<file path="src/rtl/data_bus_if.sv">
// Data-side bus master: turns a single-cycle MEM stage access into a registered
// req/ack bus transfer, stalls the pipeline until done and returns read data.
module data_bus_if #(
  parameter int unsigned TIMEOUT = 255,
  parameter int unsigned CNT_W   = 8
) (
  input  logic        clk,
  input  logic        rst,
  input  logic        mem_ce_i,
  input  logic        mem_we_i,
  input  logic [31:0] mem_addr_i,
  input  logic [3:0]  mem_sel_i,
  input  logic [31:0] mem_data_i,
  output logic [31:0] mem_rdata_o,
  input  logic        stall_i,
  input  logic        flush_i,
  output logic        stallreq_o,
  output logic        bus_req_o,
  output logic        bus_we_o,
  output logic [31:0] bus_addr_o,
  output logic [3:0]  bus_sel_o,
  output logic [31:0] bus_wdata_o,
  input  logic        bus_ack_i,
  input  logic [31:0] bus_rdata_i,
  output logic        bus_err_o
);

  typedef enum logic [1:0] {
    IDLE       = 2'd0,
    BUSY       = 2'd1,
    WAIT_STALL = 2'd2
  } state_t;

  localparam logic [CNT_W-1:0] CNT_LAST = CNT_W'(TIMEOUT - 32'd1);

  state_t           state_r;
  state_t           state_nxt_s;
  logic [CNT_W-1:0] cnt_r;
  logic             drop_r;
  logic [31:0]      rd_buf_r;
  logic             err_r;
  logic             issue_s;
  logic             timeout_s;
  logic             done_s;
  logic             drop_s;

  // A timeout completes the transfer exactly like an ack carrying zero data.
  always_comb begin
    issue_s   = (state_r == IDLE) && mem_ce_i && !flush_i;
    timeout_s = (state_r == BUSY) && !bus_ack_i && (cnt_r == CNT_LAST);
    done_s    = (state_r == BUSY) && (bus_ack_i || timeout_s);
    drop_s    = drop_r || flush_i;
  end

  // Next-state and combinational MEM-side outputs.
  always_comb begin
    state_nxt_s = state_r;
    stallreq_o  = 1'b0;
    mem_rdata_o = 32'h0000_0000;
    case (state_r)
      IDLE: begin
        stallreq_o = issue_s;
        if (issue_s) begin
          state_nxt_s = BUSY;
        end else begin
          state_nxt_s = IDLE;
        end
      end
      BUSY: begin
        stallreq_o = !done_s;
        if (done_s && bus_ack_i && !bus_we_o && !drop_s) begin
          mem_rdata_o = bus_rdata_i;
        end else begin
          mem_rdata_o = 32'h0000_0000;
        end
        if (!done_s) begin
          state_nxt_s = BUSY;
        end else if (drop_s) begin
          state_nxt_s = IDLE;
        end else if (stall_i) begin
          state_nxt_s = WAIT_STALL;
        end else begin
          state_nxt_s = IDLE;
        end
      end
      WAIT_STALL: begin
        mem_rdata_o = rd_buf_r;
        if (!stall_i || flush_i) begin
          state_nxt_s = IDLE;
        end else begin
          state_nxt_s = WAIT_STALL;
        end
      end
      default: begin
        state_nxt_s = IDLE;
      end
    endcase
  end

  // State register.
  always_ff @(posedge clk or negedge rst) begin
    if (!rst) begin
      state_r <= IDLE;
    end else begin
      state_r <= state_nxt_s;
    end
  end

  // Bus-side registers, timeout counter, drop flag and read buffer.
  always_ff @(posedge clk or negedge rst) begin
    if (!rst) begin
      bus_req_o   <= 1'b0;
      bus_we_o    <= 1'b0;
      bus_addr_o  <= 32'h0000_0000;
      bus_sel_o   <= 4'h0;
      bus_wdata_o <= 32'h0000_0000;
      cnt_r       <= '0;
      drop_r      <= 1'b0;
      rd_buf_r    <= 32'h0000_0000;
    end else begin
      case (state_r)
        IDLE: begin
          if (issue_s) begin
            bus_req_o   <= 1'b1;
            bus_we_o    <= mem_we_i;
            bus_addr_o  <= mem_addr_i;
            bus_sel_o   <= mem_sel_i;
            bus_wdata_o <= mem_data_i;
            cnt_r       <= '0;
            drop_r      <= 1'b0;
          end
        end
        BUSY: begin
          if (done_s) begin
            bus_req_o   <= 1'b0;
            bus_we_o    <= 1'b0;
            bus_addr_o  <= 32'h0000_0000;
            bus_sel_o   <= 4'h0;
            bus_wdata_o <= 32'h0000_0000;
            cnt_r       <= '0;
            drop_r      <= 1'b0;
            rd_buf_r    <= (bus_ack_i && !bus_we_o && !drop_s) ? bus_rdata_i : 32'h0000_0000;
          end else begin
            cnt_r  <= cnt_r + CNT_W'(1);
            drop_r <= drop_s;
          end
        end
        WAIT_STALL: begin
          drop_r <= 1'b0;
        end
        default: begin
          bus_req_o <= 1'b0;
          drop_r    <= 1'b0;
        end
      endcase
    end
  end

  // Timeout error pulse, one cycle after the forced completion.
  always_ff @(posedge clk or negedge rst) begin
    if (!rst) begin
      err_r <= 1'b0;
    end else begin
      err_r <= timeout_s;
    end
  end

  assign bus_err_o = err_r;

endmodule

</file>
<file path="config.mk">
export PLATFORM = sky130hd
export DESIGN_NAME = data_bus_if
export DESIGN_NICKNAME = d
export VERILOG_FILES = /design/src/rtl/data_bus_if.sv
export SDC_FILE = /design/constraint.sdc
export NUM_CORES = 1
export LEC_CHECK = 0
export BUFFER_PORTS_ARGS = -buffer_cell sky130_fd_sc_hd__buf_2
export CAP_MARGIN = 20
export CELL_PAD_IN_SITES_DETAIL_PLACEMENT = 0
export CELL_PAD_IN_SITES_GLOBAL_PLACEMENT = 1
export CORE_AREA = 4 4 126 128
export DETAILED_ROUTE_END_ITERATION = 16
export DIE_AREA = 0 0 130 132
export PLACE_DENSITY = 0.73
export SKIP_CTS_REPAIR_TIMING = 1
export SYNTH_ARGS = -nofsm -noshare
export SYNTH_HDL_FRONTEND = slang
export SYNTH_SLANG_ARGS = --single-unit
</file>
<file path="constraint.sdc">
create_clock -name clk -period 1.7 [get_ports clk]
set_input_delay 0.255 -clock clk [delete_from_list [all_inputs] [get_ports clk]]
set_output_delay 0.255 -clock clk [all_outputs]
set_load 0.01 [all_outputs]
</file>
Word level (Yosys, flattened, before mapping)
Index checks and enable logic that the tools add are counted.
Storage, ports and cells
  bits in registers: 114
  input bits: 107
  output and inout bits: 104
  word-level logic and storage cells: 71
Cells by class
  $add $sub $neg: 1
  equality and inequality tests: 5
  mux-type cells: 29
  bitwise logic cells: 1
  reduce and logical (&&, ||, !) cells: 25
Operators with widths (count)
  32-bit one-hot mux with 2 select lines: 3
  32-bit 2-to-1 mux: 5
  8-bit 2-to-1 mux: 2
  8-bit one-hot mux with 2 select lines: 1
  1-bit logical AND: 10
  8-bit by 1-bit adder with 8-bit output, second input constant: 1
  8-bit equality test, second input constant: 1
  2-bit 2-to-1 mux: 4
  4-bit 2-to-1 mux: 2
  4-bit one-hot mux with 2 select lines: 1
  1-bit logical NOT: 6
  1-bit 2-to-1 mux: 6
  1-bit one-hot mux with 2 select lines: 3
  2-bit one-hot mux with 3 select lines: 1
  3-bit AND reduction: 2
  2-bit != test, second input constant: 2
  2-bit AND reduction: 2
  1-bit logical OR: 3
  1-bit one-hot mux with 3 select lines: 1
  2-bit by 1-bit equality test with 1-bit output, second input constant: 1
  2-bit equality test, second input constant: 1
  2-bit logical NOT: 1
  2-bit nonzero test: 1
  1-bit NOT: 1

Longest topological paths before layout
  word-level depth: 10
  depth in mapped cells: 8
  gate-level depth less buffers: 6

Least setup slack after synthesis
Ideal clock, no wire load.
  path type: flip-flop to output port
  start point: reg state_r[1]
  end point: out mem_rdata_o[13]
  arrival time: 1.588 ns
  required time: 1.445 ns
  setup slack: -0.143 ns
  cell stages (with the launch flop): 8
  buffers on the path: 2
  path through: dfrtp_1 inv_1 ha_1 and4_1 clkbuf_1 buf_2 a22oi_1 nor2b_1
Between the ends
  cells in the longest elaborated chain, start to end: 10
  elaborated cells on any way between the ends: 11
  classes of those cells: 2 x eq/ne; 2 x mux; 7 x reduce/logical
Ends and longest elaborated chain
  from (decl): RTL line 36  | state_t state_r;
  from (signal assigned): RTL line 105  | state_r <= state_nxt_s;
  2-bit by 1-bit equality test with 1-bit output: RTL line 50, 51, 60
  1-bit logical AND (2 in a row): RTL line 50  | timeout_s = (state_r == BUSY) && !bus_ack_i && (cnt_r == CNT_LAST);
  1-bit logical OR: RTL line 51  | done_s = (state_r == BUSY) && (bus_ack_i || timeout_s);
  1-bit logical AND: RTL line 51
  1-bit logical AND (3 in a row): RTL line 71  | if (done_s && bus_ack_i && !bus_we_o && !drop_s) begin
  32-bit 2-to-1 mux: RTL line 71
  32-bit one-hot mux with 2 select lines *: RTL line 60  | case (state_r)
  to (decl): RTL line 14  | output logic [31:0] mem_rdata_o,
Every way passes the cells marked *; elsewhere a longest branch is shown, timed or not.

Final worst setup path
  start point: reg state_r[1]
  end point: out mem_rdata_o[10]
Same word-level chain as after synthesis.

==> impl_results.md <==
* IO buf count at 210
* FMAX at 0.4809 GHz
* Post-Route WL at 14120 microns
* Post-placement cell count at 770
* Synth Net Count at 490
* Final period util at 122.3%
* Run status: finished, violations left
* Post-synthesis sequential area ratio at 59.72%
* CTS tree: yes
* CP Capture Type: output port
* Drt via density at 5.051
* P&R area growth vs syn at 50.31%
* Cell area power density at 1302 nW/um^2
* Die width at 130 microns
* Worst vdd ir at 601.0 uV
* Congestion Overflow GR at 0
* Flop pwr share at 39.6%
* Hold WC Path Type: in -> reg
* Clock Tree Root: clkbuf_16
* First-pass GRT wire length at 21600 microns
* Clock latency on the worst-skew pair at 0.40 ns
* Row Count at 45
* Met1 GRT Util at 20.03%
* CP Data Arrival Time at 1.82 ns
* Detail Placement HPWL at 9647 microns
* Final Setup Violations at 103
* Req. time, crit path at 1.44 ns
* Cell Chain, Critical Path: inv_2 -> ha_4 -> and4_4 -> buf_8 -> a22oi_1 -> nor2b_1 -> buf_2
* TritonCTS Sinks at 114
* TritonCTS buffer count at 17
* 1st-iter DRT viols at 218
* Pin count of the biggest net entering global routing at 47
* Rel. slew slack at 70.20%
* Wire per inst at 17.26 microns
* Synth area leaders: dfrtp_1 60%, a22o_1 19%, a22oi_1 5.0%, nor2b_1 4.3%, ha_1 1.6%
* LEAKAGE at 0.003622 uW
* Switching share of power at 28.40%
* Yosys warns at 0
* Leading area contributor after synthesis: dfrtp_1
* Die Area at 17160 sq um
* Count of different cell masters after synthesis at 35
* Final Skew at 0.01057 ns
* Fin worst setup slack at -0.3793 ns
* Final min period at 2.079 ns
* Initial antenna violation count at 1
* Hold Crit Depth at 2
* Vias in the first global route at 4245
* Met2 usage at 25.70%
* Storage element area at 2853 sq um
* Setup Total Neg Slack at -18.00 ns
* Max cap viols at 0
* Initial Util at 32.14%
* Mapped Cells at 377
* # IOs at 211
* RSZ-0062 raised after global routing: yes
* # diodes at 0
* Synth Register Bits at 114
* Comb power frac at 23.5%
* Internal power at 6695 uW
* Die Y at 132 microns
* M3 GR Usage at 3.930%
* Multi-input combinational cell area at 1858 sq um
* GRT Total Usage at 15.68%
* Fin cells at 818
* Post-synthesis cell area at 4777 sq um
* CTS max path bufs at 2
* Synth top area share at 59.72%
* Via Count at 4132
* R2r worst-path depth at 9
* Hold Vio Cnt, Final at 0
* Core Region at 14860 sq um
* Final #Nets at 730
* Fraction of layout cells with a size suffix above 1 at 48.57%
* Remaining DRCs at 0
* CP peak stage delay at 0.38 ns
* Syn Area/Cell at 12.67 sq um
* Slew Limit Fails at 0
* Critical path fanouts, max at 14
* Commonest non-fill, non-tap cell in the layout: buf_2
* Antenna viol nets, final at 0
* Sw power at 2655 uW
* Startpoint types: flip-flop
* CP Class: reg -> out
* Routability cong. at 0.7771
* Worst-Margin Slew at 0.4470 ns
* Fill count at 1397
* Pre-antenna DRT Iters at 4
* Busiest grt layer: met2
* H-tree lvl count at 4
* Clock slew at reported path FFs at 0.06 ns
* Failing checks: setup timing
* Most frequent cells in the layout: 208 x buf_2, 114 x dfrtp_1, 101 x a22o_1
* Worst path slowest cell: dfrtp_1
* Clk network pwr share at 36.9%
## power groups by stage
stage / combinational, uW / clock (uW) / sequential (uW)
floorplan: 869 / 0 / 3900
global placement: 2030 / 0 / 3730
detailed placement: 2080 / 0 / 3720
CTS: 2080 / 3520 / 3700
global route: 2380 / 3690 / 3780
finish: 2200 / 3450 / 3710
## Yosys cell counts (all sizes together)
master,number
dfrtp,114
a22o,101
nor2b,33
a22oi,32
clkbuf,19
buf,14
nor2,7
ha,6
inv,6
nand2,6
o21ai,6
xor2,4
a21oi,3
nand3,3
o21bai,3
and4,2
nand2b,2
nand4,2
o2111ai,2
o211ai,2
a31oi,1
and3,1
and3b,1
mux2,1
nand3b,1
nor3,1
nor4b,1
o21a,1
or3,1
or4b,1
## registers in the layout, summed over array words and instances, names as in the netlist
| signal | cells |
|---|---|
| rd_buf_r | 32 |
| bus_addr_o | 32 |
| bus_wdata_o | 32 |
| drop_r | 1 |
| bus_req_o | 1 |
| bus_we_o | 1 |
| cnt_r | 8 |
| state_r | 2 |
| bus_err_o | 1 |
| bus_sel_o | 4 |
## routing by layer
metal | share of wire [%] | up-vias | wire length [microns]
met5 | 0.092 | - | 13
met4 | 1.6 | 2 | 230
met3 | 5.4 | 26 | 760
met2 | 50 | 136 | 7110
met1 | 43 | 2049 | 6003
li1 | - | 1919 | -
## stage by stage
stage | instance area [sq um] | setup slack, ns | hold WS (ns) | power, uW | utilization [%]
floorplan | 4788 | 0.006932 | -0.04059 | 4767 | -
global placement | 6265 | -0.01696 | 0.2307 | 5765 | 42.15
detailed placement | 6265 | -0.04722 | 0.2406 | 5800 | 42.15
CTS | 6847 | -0.4766 | -0.1910 | 9301 | 46.06
global route | 7181 | -0.4876 | 0.04584 | 9846 | 48.31
finish | 7181 | -0.3793 | 0.06674 | 9350 | 48.31
## worst max-delay path, delay by kind of cell (launching register included)
kind | cells | cell delay, ns
AOI/OAI and AO/OA | 1 | 0.07
adders and majority gates | 1 | 0.12
buffers and inverters | 3 | 0.40
DFF | 1 | 0.38
and+or+nand+nor | 2 | 0.46
## logic make-up (layout without fill, tap and decap cells)
kind of cell / Yosys count / count (layout) / synth area share (%)
AOI/OAI and AO/OA: 151 / 151 / 26.24
DFF: 114 / 114 / 59.72
and+or+nand+nor: 62 / 62 / 7.779
buffers and inverters: 39 / 292 / 3.719
adders and majority gates: 6 / 6 / 1.571
xor gates and xnor gates: 4 / 4 / 0.7333
muxes: 1 / 1 / 0.2357
## cell type report
type	count	area share [%]
flip-flops and latches	114	39.73
clock buffers	20	6.221
inverters	6	0.3136
well taps	188	3.276
multi-input cells	224	25.88
clock inverters	12	1.882
repair buffers	254	22.70
## path summary, 6_finish.rpt
kind	start	end	slack, ns
worst max-delay path	state_r[1]$_DFF_PN0_	mem_rdata_o[10]	-0.38
worst min-delay path	mem_addr_i[21]	bus_addr_o[21]$_DFFE_PN0P_	0.07
worst max register to register	state_r[0]$_DFF_PN0_	bus_wdata_o[19]$_DFFE_PN0P_	-0.13
worst min register to register	bus_addr_o[1]$_DFFE_PN0P_	bus_addr_o[1]$_DFFE_PN0P_	0.50
max in group asynchronous	rst	bus_addr_o[25]$_DFFE_PN0P_	0.76
min in group asynchronous	rst	bus_addr_o[28]$_DFFE_PN0P_	0.36
(Power assumes the default switching activity.)
